### config.mk
export PLATFORM = sky130hd
export DESIGN_NAME = alu_byte_sequencer_flat
export DESIGN_NICKNAME = d
export VERILOG_FILES = /design/src/rtl/alu_seq_pkg.sv /design/src/rtl/alu_byte_sequencer_if.sv /design/src/rtl/alu_status_reg.sv /design/src/rtl/alu_byte_sequencer.sv /design/src/flat_wrapper.sv
export SDC_FILE = /design/constraint.sdc
export NUM_CORES = 1
export LEC_CHECK = 0
export ABC_AREA = 1
export CAP_MARGIN = 20
export CORE_MARGIN = 2
export CORE_UTILIZATION = 41
export DETAILED_ROUTE_END_ITERATION = 6
export MAX_ROUTING_LAYER = met4
export PLACE_DENSITY = 0.81
export SETUP_SLACK_MARGIN = 0.15
export SLEW_MARGIN = 20
export SYNTH_ARGS = -nofsm -noshare
export SYNTH_HDL_FRONTEND = slang
export SYNTH_SLANG_ARGS = --single-unit
### constraint.sdc
create_clock -name clk -period 1.6 [get_ports clk]
set_input_delay 0.16 -clock clk [delete_from_list [all_inputs] [get_ports clk]]
set_output_delay 0.16 -clock clk [all_outputs]
set_load 0.01 [all_outputs]
### src/rtl/alu_seq_pkg.sv
// Shared definitions for the byte-serial ALU sequencer: FSM states,
// ALU function codes, byte width and the latched request control word.
package alu_seq_pkg;

   localparam int BYTE_W = 8;

   typedef enum logic [1:0] {
      IDLE = 2'd0,
      EXEC = 2'd1,
      DONE = 2'd2
   } state_t;

   typedef logic [1:0] alu_fn_t;

   // Function codes as understood by the 8-bit ALU.
   localparam alu_fn_t ADD_FN = 2'd0;
   localparam alu_fn_t AND_FN = 2'd1;
   localparam alu_fn_t OR_FN  = 2'd2;

   // Control captured at the accept edge. cin0 is the carry into byte 0
   // (use_c AND the flag_c snapshot); it only reaches the ALU for ADD.
   typedef struct packed {
      alu_fn_t op;
      logic    cin0;
   } req_ctrl_t;

   // The unused fourth code behaves as AND.
   function automatic alu_fn_t norm_fn(input alu_fn_t fn);
      return (fn == ADD_FN || fn == OR_FN) ? fn : AND_FN;
   endfunction

endpackage

### src/rtl/alu_byte_sequencer_if.sv
// Request/response handshake bundle for alu_byte_sequencer.
// master = requester/consumer side, slave = sequencer side.
interface alu_byte_sequencer_if
   import alu_seq_pkg::*;
#(
   parameter int N_BYTES = 2
);

   localparam int W = BYTE_W * N_BYTES;

   logic          req_valid;
   logic          req_ready;
   alu_fn_t       req_op;
   logic          req_use_c;
   logic [W-1:0]  req_a;
   logic [W-1:0]  req_b;

   logic          rsp_valid;
   logic          rsp_ready;
   logic [W-1:0]  rsp_result;

   modport master (
      output req_valid, req_op, req_use_c, req_a, req_b, rsp_ready,
      input  req_ready, rsp_valid, rsp_result
   );

   modport slave (
      input  req_valid, req_op, req_use_c, req_a, req_b, rsp_ready,
      output req_ready, rsp_valid, rsp_result
   );

endinterface

### src/rtl/alu_status_reg.sv
// Architectural C/Z/N status register. Z and N load whenever an operation
// completes; C loads only when the completing operation produced a carry
// (ADD). Kept standalone so the branch unit can reuse it.
module alu_status_reg (
   input  logic clk,
   input  logic rst_n,
   input  logic upd_en,
   input  logic c_upd_en,
   input  logic c_next,
   input  logic z_next,
   input  logic n_next,
   output logic flag_c,
   output logic flag_z,
   output logic flag_n
);

   // Flag update on operation completion; C is held for logical ops.
   always_ff @(posedge clk or negedge rst_n) begin
      if (!rst_n) begin
         flag_c <= 1'b0;
         flag_z <= 1'b0;
         flag_n <= 1'b0;
      end else if (upd_en) begin
         flag_z <= z_next;
         flag_n <= n_next;
         if (c_upd_en) begin
            flag_c <= c_next;
         end
      end
   end

endmodule

### src/rtl/alu_byte_sequencer.sv
// Multicycle front/back end around the 8-bit ALU. Accepts one W-bit
// request, feeds the ALU one byte per cycle LSB first with the carry
// chained between bytes, assembles the result, updates C/Z/N and holds
// the response until it is taken.
// Optional build macro: ALU_SEQ_BACK2BACK_EN -- accept the next request in
// DONE on the same edge the response is taken, removing the IDLE bubble.
module alu_byte_sequencer
   import alu_seq_pkg::*;
#(
   parameter int N_BYTES = 2
)(
   input  logic               clk,
   input  logic               rst_n,
   alu_byte_sequencer_if.slave bus,
   output logic [BYTE_W-1:0]  alu_in1,
   output logic [BYTE_W-1:0]  alu_in2,
   output logic               alu_c_in,
   output alu_fn_t            alu_opcode,
   input  logic [BYTE_W-1:0]  alu_out,
   input  logic               alu_c_out,
   input  logic               alu_z_out,
   output logic               flag_c,
   output logic               flag_z,
   output logic               flag_n,
   output logic               busy
);

   localparam int W = BYTE_W * N_BYTES;

   typedef logic [2:0] cnt_t;
   localparam cnt_t LAST_BYTE = cnt_t'(N_BYTES - 1);

   state_t        state_q, state_d;
   cnt_t          cnt_q;
   req_ctrl_t     ctrl_q;
   logic [W-1:0]  a_q, b_q;
   logic [W-1:0]  res_q, res_d;
   logic [W-1:0]  rsp_result_q;
   logic          chain_c_q;
   logic          zacc_q;
   logic          accept;
   logic          last_byte;
   logic          byte_z;

   // Request port opens in IDLE, and optionally in DONE as the response drains.
   always_comb begin
      bus.req_ready = (state_q == IDLE);
`ifdef ALU_SEQ_BACK2BACK_EN
      if (state_q == DONE && bus.rsp_ready) begin
         bus.req_ready = 1'b1;
      end
`else
`endif
   end

   assign accept    = bus.req_valid & bus.req_ready;
   assign last_byte = (state_q == EXEC) && (cnt_q == LAST_BYTE);
   assign byte_z    = zacc_q & alu_z_out;

   // Next-state logic for the IDLE -> EXEC -> DONE sequence.
   always_comb begin
      // NOTE: every combinational output gets a default before the case so
      // no path leaves it unassigned and no latch is inferred.
      state_d = state_q;
      unique case (state_q)
         IDLE: if (accept) state_d = EXEC;
         EXEC: if (last_byte) state_d = DONE;
         DONE: if (bus.rsp_ready) state_d = accept ? EXEC : IDLE;
         default: state_d = IDLE;
      endcase
   end

   // Drive byte k of each operand and the chained carry into the ALU.
   always_comb begin
      alu_in1    = '0;
      alu_in2    = '0;
      alu_c_in   = 1'b0;
      alu_opcode = ADD_FN;
      if (state_q == EXEC) begin
         alu_opcode = ctrl_q.op;
         for (int i = 0; i < N_BYTES; i++) begin
            if (cnt_q == cnt_t'(i)) begin
               alu_in1 = a_q[i*BYTE_W +: BYTE_W];
               alu_in2 = b_q[i*BYTE_W +: BYTE_W];
            end
         end
         if (ctrl_q.op == ADD_FN) begin
            alu_c_in = (cnt_q == '0) ? ctrl_q.cin0 : chain_c_q;
         end
      end
   end

   // Merge the current ALU byte into the partial result.
   always_comb begin
      res_d = res_q;
      for (int i = 0; i < N_BYTES; i++) begin
         if (cnt_q == cnt_t'(i)) begin
            res_d[i*BYTE_W +: BYTE_W] = alu_out;
         end
      end
   end

   // State, byte counter, carry chain, zero accumulator and response register.
   always_ff @(posedge clk or negedge rst_n) begin
      // NOTE: sequential state uses non-blocking assignments so every flop
      // samples pre-edge values regardless of statement order.
      if (!rst_n) begin
         state_q      <= IDLE;
         cnt_q        <= '0;
         ctrl_q       <= '0;
         chain_c_q    <= 1'b0;
         zacc_q       <= 1'b0;
         rsp_result_q <= '0;
      end else begin
         state_q <= state_d;
         if (accept) begin
            cnt_q       <= '0;
            ctrl_q.op   <= norm_fn(bus.req_op);
            ctrl_q.cin0 <= bus.req_use_c & flag_c;
            zacc_q      <= 1'b1;
         end else if (state_q == EXEC) begin
            cnt_q     <= cnt_q + cnt_t'(1);
            chain_c_q <= alu_c_out;
            zacc_q    <= byte_z;
            if (last_byte) begin
               rsp_result_q <= res_d;
            end
         end
      end
   end

   // Operand latches and partial result.
   always_ff @(posedge clk) begin
      // NOTE: pure datapath registers carry no reset; they are always written
      // (at accept, or byte by byte in EXEC) before they are read.
      if (accept) begin
         a_q <= bus.req_a;
         b_q <= bus.req_b;
      end
      if (state_q == EXEC) begin
         res_q <= res_d;
      end
   end

   alu_status_reg u_status (
      .clk      (clk),
      .rst_n    (rst_n),
      .upd_en   (last_byte),
      .c_upd_en (ctrl_q.op == ADD_FN),
      .c_next   (alu_c_out),
      .z_next   (byte_z),
      .n_next   (alu_out[BYTE_W-1]),
      .flag_c   (flag_c),
      .flag_z   (flag_z),
      .flag_n   (flag_n)
   );

   assign bus.rsp_valid  = (state_q == DONE);
   assign bus.rsp_result = rsp_result_q;
   assign busy           = (state_q != IDLE);

endmodule

### src/flat_wrapper.sv
// flat-port wrapper written by rule: the top's interface ports become plain ports
module alu_byte_sequencer_flat import alu_seq_pkg::*;
#(
   parameter int N_BYTES = 2
)
  (clk, rst_n, alu_in1, alu_in2, alu_c_in, alu_opcode, alu_out, alu_c_out, alu_z_out, flag_c, flag_z, flag_n, busy, bus_req_valid, bus_req_op, bus_req_use_c, bus_req_a, bus_req_b, bus_rsp_ready, bus_req_ready, bus_rsp_valid, bus_rsp_result);
  alu_byte_sequencer_if #(.N_BYTES(N_BYTES)) bus_i ();
  input  logic clk;
  input  logic rst_n;
  output logic [BYTE_W-1:0] alu_in1;
  output logic [BYTE_W-1:0] alu_in2;
  output logic alu_c_in;
  output alu_fn_t alu_opcode;
  input  logic [BYTE_W-1:0] alu_out;
  input  logic alu_c_out;
  input  logic alu_z_out;
  output logic flag_c;
  output logic flag_z;
  output logic flag_n;
  output logic busy;
  input wire logic [$bits(bus_i.req_valid)-1:0] bus_req_valid;
  input wire logic [$bits(bus_i.req_op)-1:0] bus_req_op;
  input wire logic [$bits(bus_i.req_use_c)-1:0] bus_req_use_c;
  input wire logic [$bits(bus_i.req_a)-1:0] bus_req_a;
  input wire logic [$bits(bus_i.req_b)-1:0] bus_req_b;
  input wire logic [$bits(bus_i.rsp_ready)-1:0] bus_rsp_ready;
  output wire logic [$bits(bus_i.req_ready)-1:0] bus_req_ready;
  output wire logic [$bits(bus_i.rsp_valid)-1:0] bus_rsp_valid;
  output wire logic [$bits(bus_i.rsp_result)-1:0] bus_rsp_result;
  assign bus_i.req_valid = bus_req_valid;
  assign bus_i.req_op = bus_req_op;
  assign bus_i.req_use_c = bus_req_use_c;
  assign bus_i.req_a = bus_req_a;
  assign bus_i.req_b = bus_req_b;
  assign bus_i.rsp_ready = bus_rsp_ready;
  assign bus_req_ready = bus_i.req_ready;
  assign bus_rsp_valid = bus_i.rsp_valid;
  assign bus_rsp_result = bus_i.rsp_result;
  alu_byte_sequencer #(.N_BYTES(N_BYTES)) u_core (.clk(clk), .rst_n(rst_n), .bus(bus_i), .alu_in1(alu_in1), .alu_in2(alu_in2), .alu_c_in(alu_c_in), .alu_opcode(alu_opcode), .alu_out(alu_out), .alu_c_out(alu_c_out), .alu_z_out(alu_z_out), .flag_c(flag_c), .flag_z(flag_z), .flag_n(flag_n), .busy(busy));
endmodule
==> summary.md, run 1 <==
| Metric | Value |
|---|---|
| Clock sinks | 69 |
| Clk_skew | 0.00550 ns |
| Fin crit period | 1.81 ns |
| Reg2reg end | u_core.b_q[0]$_DFFE_PP_ |
| CTS buffer count | 9 |
| Worst skew pair latency | 0.35 ns |
| Fmax | 552 MHz |
| Least-Margin Pin Slew | 0.386 ns |
| Worst setup SP type | register |
| Final #Nets | 444 |
| CP Class | register to output port |
| Synth Register Bits | 69 |
| Data required, critical path | 1.44 ns |
| Wire per inst | 15.6 µm |
| Final WL | 7440 µm |
| Synthesized area | 2830 µm² |
| Failing checks | setup timing |
| Clock tree buffer depth | 2 |
| Core ar. | 6720 µm² |
| Area grow syn2layout | 64.8% |
| Crit path from | u_core.cnt_q[1]$_DFFE_PN0P_ |
| Max-Cap Viols | 0 |
| R2r setup slk | 0.01 ns |
| Grt ovf | 0 |
| Cell area after placement | 4020 µm² |
| CTS tree | built |
| Critical Path Sink Type | output port |
| Hold Vio Cnt, Final | 0 |
| Starting Density | 42.1% |
| Largest cells by area after synthesis | edfxtp_1 42%, dfrtp_1 26%, nand2_1 14%, o21ai_2 2.5%, inv_1 2.0% |
| Post-Syn Area per Cell | 10.8 µm² |
| Post-layout util | 69.3% |
| I/O pins | 90 |
| Routing usage on met3 | 6.35% |
| Worst r2r src | u_core.state_q[0]$_DFFE_PN0P_ |
| Leakage power | 2.10 nW |
| Reg clk slew, reported paths | 0.07 ns |
| Peak VDD IR | 961 µV |
| Final RePlAce weighted congestion | 0.802 |
| Most used routing layer in global routing | met2 |
| Top-count cell post-synth | nand2_1 |
| Synth unique cells | 21 |
| Cell count after synthesis | 261 |
| Die Y | 87.0 µm |
| Mapped Nets | 313 |
| Max FO, Critical Path | 6 |
| Period utilization | 113% |
| Vias | 2368 |
| Rows | 30 |
| Antenna Nets Post-Route | 0 |
| Die width | 87.0 µm |
| Cell Pwr Density | 2060 nW/µm² |
| Worst Setup Slack, final | -0.212 ns |
| Commonest cells in the synthesized netlist | 107 x nand2_1, 40 x edfxtp_1, 29 x dfrtp_1, 15 x inv_1, 11 x nand3_1 |
| # port buffers | 89 |
| GR Util met1 | 23.9% |
| DRT iter0 DRCs | 125 |
| CP Data Arrival Time | 1.65 ns |
| Synth warnings | 0 |
| RSZ-0062 raised after global routing | yes |
| CP endpoint | alu_in1[1] |
| Via density | 4.96 |
| Post-DP HPWL | 4580 µm |
| Die area | 7570 µm² |
| CTS Root Cell | clkbuf_8 |
| Post-route design area | 4660 µm² |
| Initial antenna violation count | 0 |
| Worst slew margin | 74.3% |
| Final Max Slew Viols | 0 |
| DR DRC count | 0 |
| Hold WC Path Type | primary input to asynchronous set/reset pin |
| Ys flop type | edfxtp_1 |
| Cell accounting for the most synthesized area | edfxtp_1 |
| EDFF count, synth | 40 |
| Final setup violation count | 17 |
| Post-synthesis sequential area ratio | 68.2% |
| Setup_tns | -3.23 ns |
| First-pass GRT wire length | 11100 µm |
| Worst r2r path cells | 8 |
| Top-area cell type share of the netlist area | 42.5% |
| Largest net degree at the start of global routing | 30 |
| Diodes inserted | 0 |
| Status | finished with violations |
| Async SR Flop Fraction | 42.0% |
| Layout cells sized above 1 | 41.1% |
| Number of global-route vias before repair | 2283 |
| DRT Pass-1 Iters | 4 |
| GRT met2 Usage | 32.9% |
| H-tree depth | 3 |
| Tot GR Track Use | 20.4% |
routing by layer:
metal	wire length, µm	up-vias	share of wire [%]
met5	0	-	0
met1	2960	1137	40
met2	3840	99	52
li1	-	1119	-
met3	489	13	6.6
met4	150	0	2.0
power breakdown:
| part | leakage (nW) | internal (W) | total (W) | switching (W) |
|---|---|---|---|---|
| registers | 0.734 | 0.00265 | 0.00299 | 0.000341 |
| logic | 1.26 | 0.00239 | 0.00510 | 0.00271 |
| clock network | 0.107 | 0.000868 | 0.00153 | 0.000657 |
| total | 2.10 | 0.00590 | 0.00961 | 0.00370 |
area by class of cell:
| type | instances | area, µm² |
|---|---|---|
| sequential | 69 | 1930 |
| clock inverter | 7 | 90.1 |
| fill | 457 | 2060 |
| inverter | 18 | 86.3 |
| clock buffer | 9 | 124 |
| tap | 80 | 100 |
| timing repair buffer | 127 | 1260 |
| multi-input combinational | 167 | 1070 |
timing repair:
item / 4_1_cts / 5_1_grt
hold buffers: 0 / 0
setup buffers: 11 / 3
gates resized for setup: 142 / 60
gates cloned: 3 / 1
pin swaps: 6 / 22
endpoints found under the setup margin: 56 / 80
state kept, by name, summed over array words and instances, names as in the netlist:
register                cells
u_core.bus.rsp_result      16
u_core.u_status.flag_c      1
u_core.cnt_q                3
u_core.b_q                 16
u_core.chain_c_q            1
u_core.ctrl_q               3
u_core.a_q                 16
u_core.u_status.flag_n      1
u_core.state_q              2
u_core.zacc_q               1
u_core.res_q                8
u_core.u_status.flag_z      1
cells in the final DEF (no fill, tap or decap), drive strengths merged:
| cell type | synthesis | layout |
|---|---|---|
| nand2 | 112 | 112 |
| clkdlybuf4s50 | 0 | 62 |
| buf | 7 | 59 |
| edfxtp | 40 | 40 |
| dfrtp | 29 | 29 |
| o21ai | 28 | 28 |
| inv | 18 | 16 |
| nand3 | 11 | 11 |
| clkbuf | 0 | 10 |
| nor2 | 9 | 9 |
| clkinv | 0 | 5 |
| dlymetal6s2s | 0 | 4 |
| ha | 3 | 3 |
| clkinvlp | 0 | 2 |
| bufinv | 0 | 2 |
| a21oi | 2 | 2 |
| xnor2 | 1 | 1 |
| o31ai | 1 | 1 |
| dlygate4sd2 | 0 | 1 |
per-stage QoR:
stage | total power, W | setup slack, ns | hold WS [ns] | std cells
2_1_floorplan | 0.00498 | 0.154 | -0.136 | 261
3_3_place_gp | 0.00685 | -0.252 | 0.464 | 443
3_5_place_dp | 0.00698 | -0.303 | 0.469 | 443
4_1_cts | 0.00903 | -0.187 | 0.223 | 473
5_1_grt | 0.0102 | -0.297 | 0.244 | 477
6_report | 0.00961 | -0.212 | 0.216 | 477
worst max-delay path: stages (launching register included):
cell	delay, ns
dfrtp_1	0.39
inv_2	0.10
ha_4	0.16
nand2_4	0.07
nor2_4	0.16
buf_6	0.16
nand2_2	0.06
o21ai_2	0.06
buf_2	0.15
cell families (layout without fill, tap and decap cells):
logic type	after synthesis	count (layout)	synth area share (%)
buffers and inverters	25	161	4.21
xor gates and xnor gates	1	1	0.310
AOI/OAI and AO/OA	31	31	6.64
DFF	69	69	68.2
adders and majority gates	3	3	1.33
and+or+nand+nor	132	132	19.3
worst min-delay path by stage:
stage / slack (ns) / start / endpoint / cells past startpoint
after global routing: 0.24 / rst_n / u_core.bus.rsp_result[6]$_DFFE_PN0P_ / 2
after floorplan: -0.14 / rst_n / u_core.bus.rsp_result[0]$_DFFE_PN0P_ / 0
final: 0.22 / rst_n / u_core.bus.rsp_result[3]$_DFFE_PN0P_ / 2
after CTS: 0.22 / rst_n / u_core.u_status.flag_c$_DFFE_PN0P_ / 2
after global placement: 0.46 / u_core.u_status.flag_n$_DFFE_PN0P_ / u_core.u_status.flag_n$_DFFE_PN0P_ / 2
after detailed placement: 0.47 / u_core.bus.rsp_result[11]$_DFFE_PN0P_ / u_core.bus.rsp_result[11]$_DFFE_PN0P_ / 2
Power figures use the tool's default switching activity.
==> run 2: changes to the inputs <==
- PLACE_DENSITY: 0.81 -> 0.72
==> run 2 against run 1 <==
Net effect:
- the flow still finishes with violations (setup timing)
- die area is the same
- clock skew grew 0.0023 ns
- worst setup slack lost 0.11 ns
- combinational power grew 2%
- largest cell class unchanged
- largest power group unchanged
- power shrank 2.4%
==> summary.md, run 2 (synthesis gave the netlist of run 1 again) <==
| Metric | Value |
|---|---|
| Clock tree buffer depth | 2 |
| Status | finished with violations |
| Worst r2r path cells | 8 |
| CTS tree | built |
| Diodes inserted | 0 |
| DRT iter0 DRCs | 120 |
| Setup_tns | -7.48 ns |
| Period utilization | 120% |
| Initial antenna violation count | 0 |
| Max incr delay on CP | 0.40 ns |
| Hold_buf cts | 0 |
| Critical Path Sink Type | output port |
| Die width | 87.0 µm |
| H-tree depth | 3 |
| DRT Pass-1 Iters | 4 |
| CTS Root Cell | clkbuf_8 |
| CP Data Arrival Time | 1.76 ns |
| Final setup violation count | 59 |
| Filler Cells Inserted | 474 |
| Starting Density | 42.1% |
| Layout cells sized above 1 | 42.0% |
| Vias | 2308 |
| Final WL | 7520 µm |
| Cell area after placement | 4020 µm² |
| CP delay by family, top | buffers and inverters |
| Grt ovf | 0 |
| Peak VDD IR | 1140 µV |
| Worst setup SP type | register |
| Hold WC Path Type | primary input to asynchronous set/reset pin |
| Rows | 30 |
| Wire per inst | 15.7 µm |
| Clk_skew | 0.00777 ns |
| Worst Setup Slack, final | -0.321 ns |
| Die Y | 87.0 µm |
| Final Max Slew Viols | 0 |
| I/O pins | 90 |
| Post-route design area | 4680 µm² |
| Number of global-route vias before repair | 2329 |
| Antenna Nets Post-Route | 0 |
| R2r setup slk | -0.09 ns |
| Post-DP HPWL | 4600 µm |
| Fin crit period | 1.92 ns |
| Via density | 4.81 |
| Reg2reg end | u_core.a_q[11]$_DFFE_PP_ |
| Tot GR Track Use | 20.6% |
| Final #Nets | 447 |
| Cell Pwr Density | 2000 nW/µm² |
| CP Class | register to output port |
| Max-Cap Viols | 0 |
| DR DRC count | 0 |
| Area grow syn2layout | 65.5% |
| Crit-path slowest cell | dfrtp_1 |
| Worst path cell trace | inv_2 -> ha_4 -> nand2_4 -> nor2_4 -> buf_6 -> buf_16 -> nand2_2 -> o21ai_1 -> buf_2 |
| Hold Vio Cnt, Final | 0 |
| Reg clk slew, reported paths | 0.08 ns |
| # port buffers | 89 |
| Final RePlAce weighted congestion | 0.793 |
| First-pass GRT wire length | 11200 µm |
| Max FO, Critical Path | 4 |
| Core ar. | 6720 µm² |
| Most common cell after layout, fill and taps aside | clkdlybuf4s50_1 |
| Most frequent cells in the layout | 63 x clkdlybuf4s50_1, 61 x nand2_1, 40 x edfxtp_1, 35 x nand2_2, 28 x dfrtp_1 |
| Worst r2r src | u_core.state_q[1]$_DFFE_PN0P_ |
| Leakage power | 2.11 nW |
| Failing checks | setup timing |
| Largest net degree at the start of global routing | 33 |
| Worst path bufs/invs | 4 |
| Clock sinks | 69 |
| Die area | 7570 µm² |
| Worst slew margin | 74.4% |
| Data required, critical path | 1.44 ns |
| Worst skew pair latency | 0.34 ns |
| Fmax | 521 MHz |
| RSZ-0062 raised after global routing | yes |
| Least-Margin Pin Slew | 0.384 ns |
| CTS buffer count | 9 |
[run 2: worst max-delay path by stage]
stage               depth (start not counted)  slack, ns                        start         end
global placement                            6      -0.28  u_core.cnt_q[0]$_DFFE_PN0P_  alu_in2[2]
detailed placement                          7      -0.37  u_core.cnt_q[0]$_DFFE_PN0P_  alu_in1[2]
global route                                9      -0.40  u_core.cnt_q[1]$_DFFE_PN0P_  alu_in1[3]
floorplan                                   8       0.15  u_core.cnt_q[0]$_DFFE_PN0P_    alu_c_in
CTS                                         9      -0.21  u_core.cnt_q[1]$_DFFE_PN0P_  alu_in1[3]
finish                                      9      -0.32  u_core.cnt_q[1]$_DFFE_PN0P_  alu_in1[3]
[run 2: stage by stage]
step           instances  hold slack [ns]  util, %  setup slack (ns)  total power, W
2_1_floorplan        261           -0.136        -             0.154         0.00498
3_3_place_gp         444            0.464     59.9            -0.279         0.00687
3_5_place_dp         444            0.467     59.9            -0.368         0.00697
4_1_cts              471            0.213     65.6            -0.209         0.00882
5_1_grt              480            0.229     69.6            -0.400         0.00998
6_report             480            0.206     69.6            -0.321         0.00937
[run 2: layout make-up]
class | instances | area (µm²) | area share [%]
Tap cell | 80 | 100 | 2.14
Timing Repair Buffer | 129 | 1320 | 28.1
Multi-Input combinational cell | 167 | 1080 | 23.0
Clock inverter | 7 | 42.5 | 0.910
Clock buffer | 9 | 124 | 2.65
Timing Repair inverter | 1 | 8.76 | 0.187
Inverter | 18 | 81.3 | 1.74
Sequential cell | 69 | 1930 | 41.2
[run 2: repair_timing]
| action | in CTS | in global routing |
|---|---|---|
| buffers inserted | 8 | 5 |
| pin swaps | 8 | 7 |
| gates resized for setup | 158 | 43 |
| gates cloned | 3 | 4 |
| endpoints found under the setup margin | 23 | 87 |
[run 2: where the power goes]
part	switching (W)	internal [W]	total, W
Clock	0.000665	0.000550	0.00122
Sequential	0.000331	0.00264	0.00297
Combinational	0.00272	0.00246	0.00519
Total	0.00372	0.00565	0.00937
[run 2: per-layer routing]
metal	global-route usage [%]	share of wire, %
met4	7.67	1.4
met2	33.0	50
met1	24.5	41
met5	-	0
met3	6.35	6.7
==> run 3: changes to the inputs <==
--- a/config.mk
+++ b/config.mk
@@ -9,7 +9,9 @@
 export CAP_MARGIN = 20
+export CELL_PAD_IN_SITES_DETAIL_PLACEMENT = 1
+export CELL_PAD_IN_SITES_GLOBAL_PLACEMENT = 2
 export CORE_MARGIN = 2
-export CORE_UTILIZATION = 41
+export CORE_UTILIZATION = 25
 export DETAILED_ROUTE_END_ITERATION = 6
 export MAX_ROUTING_LAYER = met4
-export PLACE_DENSITY = 0.72
+export PLACE_DENSITY = 0.71
 export SETUP_SLACK_MARGIN = 0.15
==> constraint.sdc (replaced) <==
create_clock -name clk -period 1.6 [get_ports clk]
set_input_delay 0.4 -clock clk [delete_from_list [all_inputs] [get_ports clk]]
set_output_delay 0.4 -clock clk [all_outputs]
set_load 0.01 [all_outputs]
==> run 3 against run 2 <==
Net effect:
- the run still ends with setup timing left
- first-iteration DRC count is 61% lower
- clock power is 87% higher
- sequential power hardly changed
- register-to-register slack worse by 0.07 ns
- non-clock buffer count is 16 higher
- combinational power is 22% higher
- critical endpoint is now alu_c_in
- largest cell class unchanged
- largest power group unchanged
==> summary.md, run 3 (synthesis gave the netlist of run 1 again) <==
| Metric | Value |
|---|---|
| Reg clk slew, reported paths | 0.06 ns |
| Final setup violation count | 57 |
| Initial antenna violation count | 0 |
| Least-Margin Pin Slew | 0.210 ns |
| Post-route design area | 5330 µm² |
| Hold WC Path Type | primary input to asynchronous set/reset pin |
| Post-DP HPWL | 5650 µm |
| Die width | 110 µm |
| Worst Setup Slack, final | -0.474 ns |
| H-tree depth | 3 |
| Grt ovf | 0 |
| Period utilization | 130% |
| DRT Pass-1 Iters | 4 |
| Worst setup SP type | register |
| Final WL | 9670 µm |
| RSZ-0062 raised after global routing | yes |
| CTS buffer count | 9 |
| Max-Cap Viols | 0 |
| Final RePlAce weighted congestion | 0.755 |
| Hold_buf cts | 0 |
| Critical Path Sink Type | output port |
| Filler Cells Inserted | 1143 |
| Vias | 2458 |
| Total power | 0.0116 W |
| Layout cells sized above 1 | 46.4% |
| Rows | 38 |
| Cell Pwr Density | 2180 nW/µm² |
| Antenna Nets Post-Route | 0 |
| Fmax | 482 MHz |
| Core ar. | 10900 µm² |
| CP Class | register to output port |
| Max FO, Critical Path | 3 |
| Diodes inserted | 0 |
| Clk_skew | 0.00831 ns |
| DRT iter0 DRCs | 47 |
| Status | finished with violations |
| # port buffers | 89 |
| Number of global-route vias before repair | 2635 |
| Failing checks | setup timing |
| Fin crit period | 2.07 ns |
| Die area | 12200 µm² |
| Worst slew margin | 85.8% |
| Most common cell after layout, fill and taps aside | nand2_1 |
| Most frequent cells in the layout | 57 x nand2_1, 48 x clkdlybuf4s50_1, 44 x nand2_2, 40 x edfxtp_1, 29 x buf_6 |
| Clock tree buffer depth | 2 |
| Final Max Slew Viols | 0 |
| First-pass GRT wire length | 13900 µm |
| Crit-path slowest cell | dfrtp_1 |
| Leakage power | 2.31 nW |
| Hold Vio Cnt, Final | 0 |
| Wire per inst | 17.4 µm |
| Worst skew pair latency | 0.33 ns |
| Data required, critical path | 1.20 ns |
| Cell area after placement | 4270 µm² |
| Clock sinks | 69 |
| Max incr delay on CP | 0.37 ns |
| CTS Root Cell | clkbuf_16 |
| I/O pins | 90 |
| Tot GR Track Use | 16.2% |
| Peak VDD IR | 744 µV |
| CP Data Arrival Time | 1.67 ns |
| DR DRC count | 0 |
| Final #Nets | 463 |
| Area grow syn2layout | 88.7% |
| Starting Density | 25.8% |
| CTS tree | built |
| Die Y | 110 µm |
| Via density | 4.42 |
| Largest net degree at the start of global routing | 30 |
| Worst path cell trace | inv_2 -> buf_4 -> ha_4 -> nand2_8 -> buf_8 -> nand2_2 -> a21oi_2 -> buf_2 |
## run 3: final timing paths
kind / start / end / slack (ns) / depth (start not counted)
max: u_core.cnt_q[1]$_DFFE_PN0P_ / alu_c_in / -0.47 / 8
min: rst_n / u_core.bus.rsp_result[13]$_DFFE_PN0P_ / 0.44 / 2
max reg2reg: u_core.state_q[0]$_DFFE_PN0P_ / u_core.b_q[4]$_DFFE_PP_ / -0.16 / 10
min reg2reg: u_core.bus.rsp_result[6]$_DFFE_PN0P_ / u_core.bus.rsp_result[6]$_DFFE_PN0P_ / 0.48 / 2
max in group asynchronous: rst_n / u_core.state_q[0]$_DFFE_PN0P_ / 0.98 / 2
min in group clk: u_core.bus.rsp_result[6]$_DFFE_PN0P_ / u_core.bus.rsp_result[6]$_DFFE_PN0P_ / 0.48 / 2
## run 3: metrics by stage
stage	setup slack, ns	TNS [ns]	hold slack (ns)	utilization, %	instances
floorplan	-0.0276	-0.305	0.104	-	261
global placement	-0.524	-9.00	0.466	39.1	510
detailed placement	-0.570	-9.56	0.470	39.1	510
CTS	-0.445	-10.21	0.432	45.8	545
global route	-0.538	-14.33	0.441	48.8	556
finish	-0.474	-11.17	0.436	48.8	556
## run 3: per-layer routing
metal | part of all wire (%) | vias to the layer above | GRT usage [%]
li1 | - | 1158 | -
met1 | 42 | 1223 | 19.3
met5 | 0 | - | -
met2 | 52 | 67 | 26.8
met4 | 1.8 | 0 | 6.25
met3 | 4.6 | 10 | 3.82
## run 3: where the power goes
group / leakage, nW / internal, W / switching (W) / total [W]
Combinational: 1.42 / 0.00313 / 0.00321 / 0.00634
Clock: 0.159 / 0.00151 / 0.000771 / 0.00228
Sequential: 0.735 / 0.00265 / 0.000352 / 0.00300
Total: 2.31 / 0.00729 / 0.00434 / 0.0116
## run 3: area by class of cell
cell class,count,area [µm²],share of cell area (%)
sequential,69,1930,36.2
timing repair inverter,1,11.3,0.211
tap,140,175,3.28
multi-input combinational,167,1170,21.9
clock buffer,9,225,4.22
timing repair buffer,145,1620,30.4
inverter,18,86.3,1.62
clock inverter,7,114,2.14
## run 3: repair_timing
item | 4_1_cts | 5_1_grt
cloned | 4 | 6
resized for setup | 185 | 48
pin swaps | 10 | 6
setup endpoints to repair | 73 | 87
setup buffers | 15 | 5
## run 3: critical path, delay by kind of cell, from the launching register on
family / cells / cell delay (ns)
buffers and inverters: 4 / 0.49
DFF: 1 / 0.37
adders and majority gates: 1 / 0.17
and+or+nand+nor: 2 / 0.17
AOI/OAI and AO/OA: 1 / 0.16
